`src/rtl/param_shift_reg_if.sv`:
```
// Bus bundle for param_shift_reg: operation controls, burst request and
// register/serial/status outputs. slave = register side, master = driver.
interface param_shift_reg_if #(
  parameter int WIDTH   = 8,
  parameter int SHAMT_W = 4
);
  logic               en;
  logic [2:0]         mode;
  logic [WIDTH-1:0]   load_val;
  logic               ser_in_l;
  logic               ser_in_r;
  logic               start;
  logic [SHAMT_W-1:0] shamt;
  logic [WIDTH-1:0]   Q;
  logic               ser_out_l;
  logic               ser_out_r;
  logic               busy;
  logic               done;

  modport slave (
    input  en, mode, load_val,
    input  ser_in_l, ser_in_r,
    input  start, shamt,
    output Q, ser_out_l, ser_out_r,
    output busy, done
  );

  modport master (
    output en, mode, load_val,
    output ser_in_l, ser_in_r,
    output start, shamt,
    input  Q, ser_out_l, ser_out_r,
    input  busy, done
  );
endinterface

```
`src/rtl/param_shift_reg.sv`:
```
// WIDTH-bit universal register (hold/load/clear/shift/rotate) with a
// counted burst mode. Ports: Clk, rst (sync, active-high), bus (slave).
module param_shift_reg #(
  parameter int WIDTH   = 8,
  parameter int SHAMT_W = 4,
  parameter logic [WIDTH-1:0] RESET_VAL = '0
) (
  input logic Clk,
  input logic rst,
  param_shift_reg_if.slave bus
);

  localparam logic [0:0] IDLE = 1'b0;
  localparam logic [0:0] RUN  = 1'b1;

  logic [WIDTH-1:0]   q_r, q_nx;
  logic [0:0]         state_r, state_nx;
  logic [SHAMT_W-1:0] cnt_r, cnt_nx;
  logic [2:0]         mode_r, mode_nx;
  logic               done_r, done_nx;

  function automatic logic is_shift(
    input logic [2:0] m
  );
    return m inside {3'b001, 3'b010, 3'b011,
                     3'b100, 3'b110};
  endfunction

  function automatic logic [WIDTH-1:0] apply_op(
    input logic [2:0]       m,
    input logic [WIDTH-1:0] q,
    input logic [WIDTH-1:0] lv,
    input logic             sl,
    input logic             sr
  );
    logic [WIDTH-1:0] r;
    r = q;
    case (m)
      3'b000: r = q;
      3'b001: r = {q[WIDTH-2:0], sr};
      3'b010: r = {sl, q[WIDTH-1:1]};
      3'b011: r = {q[WIDTH-2:0], q[WIDTH-1]};
      3'b100: r = {q[0], q[WIDTH-1:1]};
      3'b101: r = lv;
      3'b110: r = {q[WIDTH-1], q[WIDTH-1:1]};
      3'b111: r = '0;
      default: r = q;
    endcase
    return r;
  endfunction

  always_comb begin
    q_nx     = q_r;
    state_nx = state_r;
    cnt_nx   = cnt_r;
    mode_nx  = mode_r;
    done_nx  = 1'b0;
    unique case (state_r)
      IDLE: begin
        if (bus.start && is_shift(bus.mode)) begin
          if (bus.shamt == '0) begin
            done_nx = 1'b1;
          end else begin
            q_nx    = apply_op(bus.mode, q_r,
                               bus.load_val,
                               bus.ser_in_l,
                               bus.ser_in_r);
            mode_nx = bus.mode;
            if (bus.shamt == SHAMT_W'(1)) begin
              done_nx = 1'b1;
            end else begin
              cnt_nx   = bus.shamt - 1'b1;
              state_nx = RUN;
            end
          end
        end else if (bus.en) begin
          q_nx = apply_op(bus.mode, q_r,
                          bus.load_val,
                          bus.ser_in_l,
                          bus.ser_in_r);
        end
      end
      RUN: begin
        // Serial inputs stay live; everything else is locked out.
        q_nx   = apply_op(mode_r, q_r,
                          bus.load_val,
                          bus.ser_in_l,
                          bus.ser_in_r);
        cnt_nx = cnt_r - 1'b1;
        if (cnt_r == SHAMT_W'(1)) begin
          done_nx  = 1'b1;
          state_nx = IDLE;
        end
      end
      default: state_nx = IDLE;
    endcase
  end

  always_ff @(posedge Clk) begin
    if (rst) begin
      q_r     <= RESET_VAL;
      state_r <= IDLE;
      cnt_r   <= '0;
      mode_r  <= 3'b000;
      done_r  <= 1'b0;
    end else begin
      q_r     <= q_nx;
      state_r <= state_nx;
      cnt_r   <= cnt_nx;
      mode_r  <= mode_nx;
      done_r  <= done_nx;
    end
  end

  assign bus.Q         = q_r;
  assign bus.ser_out_l = q_r[WIDTH-1];
  assign bus.ser_out_r = q_r[0];
  assign bus.busy      = (state_r == RUN);
  assign bus.done      = done_r;

endmodule

```
`src/flat_wrapper.sv`:
```
// flat-port wrapper written by rule: the top's interface ports become plain ports
module param_shift_reg_flat 
#(
  parameter int WIDTH   = 8,
  parameter int SHAMT_W = 4,
  parameter logic [WIDTH-1:0] RESET_VAL = '0
)
  (Clk, rst, bus_en, bus_mode, bus_load_val, bus_ser_in_l, bus_ser_in_r, bus_start, bus_shamt, bus_Q, bus_ser_out_l, bus_ser_out_r, bus_busy, bus_done);
  param_shift_reg_if #(.WIDTH(WIDTH), .SHAMT_W(SHAMT_W)) bus_i ();
  input logic Clk;
  input logic rst;
  input wire logic [$bits(bus_i.en)-1:0] bus_en;
  input wire logic [$bits(bus_i.mode)-1:0] bus_mode;
  input wire logic [$bits(bus_i.load_val)-1:0] bus_load_val;
  input wire logic [$bits(bus_i.ser_in_l)-1:0] bus_ser_in_l;
  input wire logic [$bits(bus_i.ser_in_r)-1:0] bus_ser_in_r;
  input wire logic [$bits(bus_i.start)-1:0] bus_start;
  input wire logic [$bits(bus_i.shamt)-1:0] bus_shamt;
  output wire logic [$bits(bus_i.Q)-1:0] bus_Q;
  output wire logic [$bits(bus_i.ser_out_l)-1:0] bus_ser_out_l;
  output wire logic [$bits(bus_i.ser_out_r)-1:0] bus_ser_out_r;
  output wire logic [$bits(bus_i.busy)-1:0] bus_busy;
  output wire logic [$bits(bus_i.done)-1:0] bus_done;
  assign bus_i.en = bus_en;
  assign bus_i.mode = bus_mode;
  assign bus_i.load_val = bus_load_val;
  assign bus_i.ser_in_l = bus_ser_in_l;
  assign bus_i.ser_in_r = bus_ser_in_r;
  assign bus_i.start = bus_start;
  assign bus_i.shamt = bus_shamt;
  assign bus_Q = bus_i.Q;
  assign bus_ser_out_l = bus_i.ser_out_l;
  assign bus_ser_out_r = bus_i.ser_out_r;
  assign bus_busy = bus_i.busy;
  assign bus_done = bus_i.done;
  param_shift_reg #(.WIDTH(WIDTH), .SHAMT_W(SHAMT_W), .RESET_VAL(RESET_VAL)) u_core (.Clk(Clk), .rst(rst), .bus(bus_i));
endmodule
```
`config.mk`:
```
export PLATFORM = sky130hd
export DESIGN_NAME = param_shift_reg_flat
export DESIGN_NICKNAME = d
export VERILOG_FILES = /design/src/rtl/param_shift_reg_if.sv /design/src/rtl/param_shift_reg.sv /design/src/flat_wrapper.sv
export SDC_FILE = /design/constraint.sdc
export NUM_CORES = 1
export LEC_CHECK = 0
export BUFFER_PORTS_ARGS = -buffer_cell sky130_fd_sc_hd__buf_4
export CORE_MARGIN = 3
export CORE_UTILIZATION = 25
export DETAILED_ROUTE_END_ITERATION = 7
export SYNTH_ARGS = -nofsm -noshare
export SYNTH_HDL_FRONTEND = slang
export SYNTH_SLANG_ARGS = --single-unit
```
`constraint.sdc`:
```
create_clock -name Clk -period 1.85 [get_ports Clk]
set_clock_uncertainty 0.15 [all_clocks]
set_input_delay 0.185 -clock Clk [delete_from_list [all_inputs] [get_ports Clk]]
set_output_delay 0.185 -clock Clk [all_outputs]
set_load 0.01 [all_outputs]
```
==> results.toml <==
[route]
totalWireLength_um = 4642
dr.first_iter.drc_count = 110
routedWlPerCell_um = 15.07
route.vias.total = 1680
routed_via_density = 5.455
post-route-drc-count = 0
drtAntennaViolNets = 0
firstDrtPassIters = 4

[floorplanning]
placementRows = 29
ios = 33
die_area_sq_um = 7940
start_util_pct = 26.44
coreArea_sq_um = 6531
die-height_um = 89.11
die_x_um = 89.11

[clocking]
ctsHoldBuffers = 0
clk-insertion-delay-late_ns = 0.25
cts.clk_slew.worst_paths_ns = 0.07
clk_path_buf_depth = 2
cts_setup_buffers = 0
cts_tree = "done"
htreeDepth = 1
cts-root-buf = "clkbuf_8"
post_cts_resized = 0
cts_buffers = 3
clock_sinks = 17

[power]
power_frac_seq_pct = 37.4
p_int_w = 0.0007920
vdd_drop_max_mv = 0.2530
p_leak_nw = 0.7605
pwr-share-clk_pct = 23.0
swShare_pct = 35.85
p_per_area_nw_per_um2 = 594.8
switchingPower_w = 0.0004426
power_frac_comb_pct = 39.6

[cells_and_area]
final_common_cell = "buf_4"
nets = 258
diodes = 0
drive_above_1_share_pct = 26.84
final_core_util_pct = 31.78
final_cell_mix = "40 x buf_4, 26 x nand2b_1, 17 x dfxtp_1, 13 x nor2_1, 13 x a21oi_1"
area_delta_synth_final_pct = 20.22

[sta]
slew_headroom_pct = 66.10
drv_slew = 0
hold_viol_final = 0
finalCriticalPeriod_ns = 1.588
setup_tns_ns = 0
timing.fmax_mhz = 629.9
setup_violations = 0
worstMarginPinSlew_ns = 0.5006
rsz0062_at_grt = "false"
period_share_pct = 85.82
hold_ws_ns = 0.09060

[global_routing]
grt.total_usage_pct = 12.11
grt_pass1_wl_um = 7645
antenna_found_initial = 0
grt_pass1_vias = 1547
overflow = 0
grt_max_degree = 25

[logic_synthesis]
ys_seq_area_share_pct = 19.71
syn_inst = 204
synth_area_leaders = "dfxtp_1 20%, nand2b_1 9.4%, o221ai_1 4.1%, a21oi_1 3.8%, ha_1 3.6%"
synth_cell_type_count = 58
synth_area_sq_um = 1727
synth_area_per_cell_sq_um = 8.464
yosysTopAreaCellShare_pct = 19.71
yosys_warnings = 0
ys_seq_elements = 17
synth_nets = 230
yosys.area.top_type = "dfxtp_1"

[worst_setup_path]
required_ns = 1.87
critPathCaptureType = "flip-flop"
path_class = "reg -> reg"
cp.arrival_ns = 1.61
start_kind = "flip-flop"
critical_path.max_fanout = 8
rr_worst_depth = 4

[placed_design]
detailed_place_hpwl_um = 3366
gp_congestion = 0.7520
port_buffers = 32

[outcome]
status = "finished, final reports clean"

[job]
cap_violations = 0

[min_path]
hold_path.class = "in -> reg"
hold_depth = 2
-- final cells by class --
class                           count  area, sq um
Clock buffer                        3        41.29
Inverter                            9        33.78
Multi-Input combinational cell    161         1259
Tap cell                           77        96.34
Fill cell                         702         4456
Sequential cell                    17        340.3
Timing Repair Buffer               40        300.3
Clock inverter                      1        5.005
-- power by group through the flow --
stage	clock [W]	sequential, W	combinational (W)
after global placement	0	0.000470	0.000484
after floorplan	0	0.000458	0.000335
after global routing	0.000308	0.000470	0.000538
after CTS	0.000299	0.000461	0.000490
after detailed placement	0	0.000469	0.000488
final	0.000284	0.000461	0.000489
-- cells in the mapped netlist (all sizes together) --
library cell and instances:
a211oi 2, a21bo 1, a21boi 3, a21o 1
a21oi 13, a22oi 1, a311oi 1, a31o 1
a31oi 3, a32oi 2, a41o 1, and2 2
buf 15, clkbuf 2, dfxtp 17, ha 5
inv 9, mux2 2, mux2i 6, nand2 4
nand2b 26, nand3 11, nand3b 4, nand4b 2
nor2 13, nor2b 5, nor3 7, nor3b 2
nor4 2, nor4bb 1, o2111a 1, o21ai 2
o221ai 8, o22ai 6, o2bb2ai 6, o311a 2
o311ai 1, o32a 1, o32ai 6, o41ai 1
or3 2, or3b 1, xnor2 3
-- flip-flops by register name, indices dropped and copies added, names as in the netlist --
signal and cells:
u_core.mode_r 3, u_core.cnt_r 4, u_core.bus.Q 8, u_core.bus.busy 1, u_core.bus.done 1
-- cell families (layout without fill, tap and decap cells) --
logic type	count (synthesis)	count (layout)	share of synthesized area (%)
mux	8	8	4.783
xor+xnor	3	3	1.522
simple gates	82	82	30.87
compound gates	63	63	32.10
fa+ha+maj	5	5	3.623
buf+inv	26	53	7.391
flops	17	17	19.71
-- per-stage QoR --
| stage | area (sq um) | worst slack, ns | instances | total power, W |
|---|---|---|---|---|
| after global routing | 2076 | 0.1714 | 308 | 0.001316 |
| final | 2076 | 0.2623 | 308 | 0.001235 |
| after floorplan | 1727 | 0.2971 | 204 | 0.0007934 |
| after detailed placement | 2029 | 0.1320 | 304 | 0.0009569 |
| after CTS | 2076 | 0.2545 | 308 | 0.001250 |
| after global placement | 2029 | 0.1540 | 304 | 0.0009540 |
-- per-layer routing --
metal / vias to the layer above / wire length (um) / GRT usage [%] / part of all wire (%)
li1: 826 / - / - / -
met1: 805 / 2198 / 17.08 / 47
met2: 45 / 2159 / 18.69 / 47
met3: 4 / 233 / 1.935 / 5.0
met4: 0 / 51 / 4.060 / 1.1
met5: - / 0 / 0 / 0
-- critical path, cell delays in order, from the launching register on --
cell	delay [ns]
dfxtp_1	0.48
nor2_1	0.14
a22oi_4	0.25
nand4b_4	0.19
o32ai_2	0.28
-- worst paths after layout --
| kind | from | endpoint | slack (ns) |
|---|---|---|---|
| hold reg to reg | u_core.cnt_r[2]$_SDFFE_PP0P_ | u_core.cnt_r[2]$_SDFFE_PP0P_ | 0.38 |
| setup / recovery | u_core.mode_r[2]$_SDFFE_PP0P_ | u_core.bus.Q[5]$_SDFFE_PP0P_ | 0.26 |
| setup reg to reg | u_core.mode_r[2]$_SDFFE_PP0P_ | u_core.bus.Q[5]$_SDFFE_PP0P_ | 0.26 |
| hold / removal | rst | u_core.cnt_r[0]$_SDFFE_PP0P_ | 0.09 |
(Power assumes the default switching activity.)
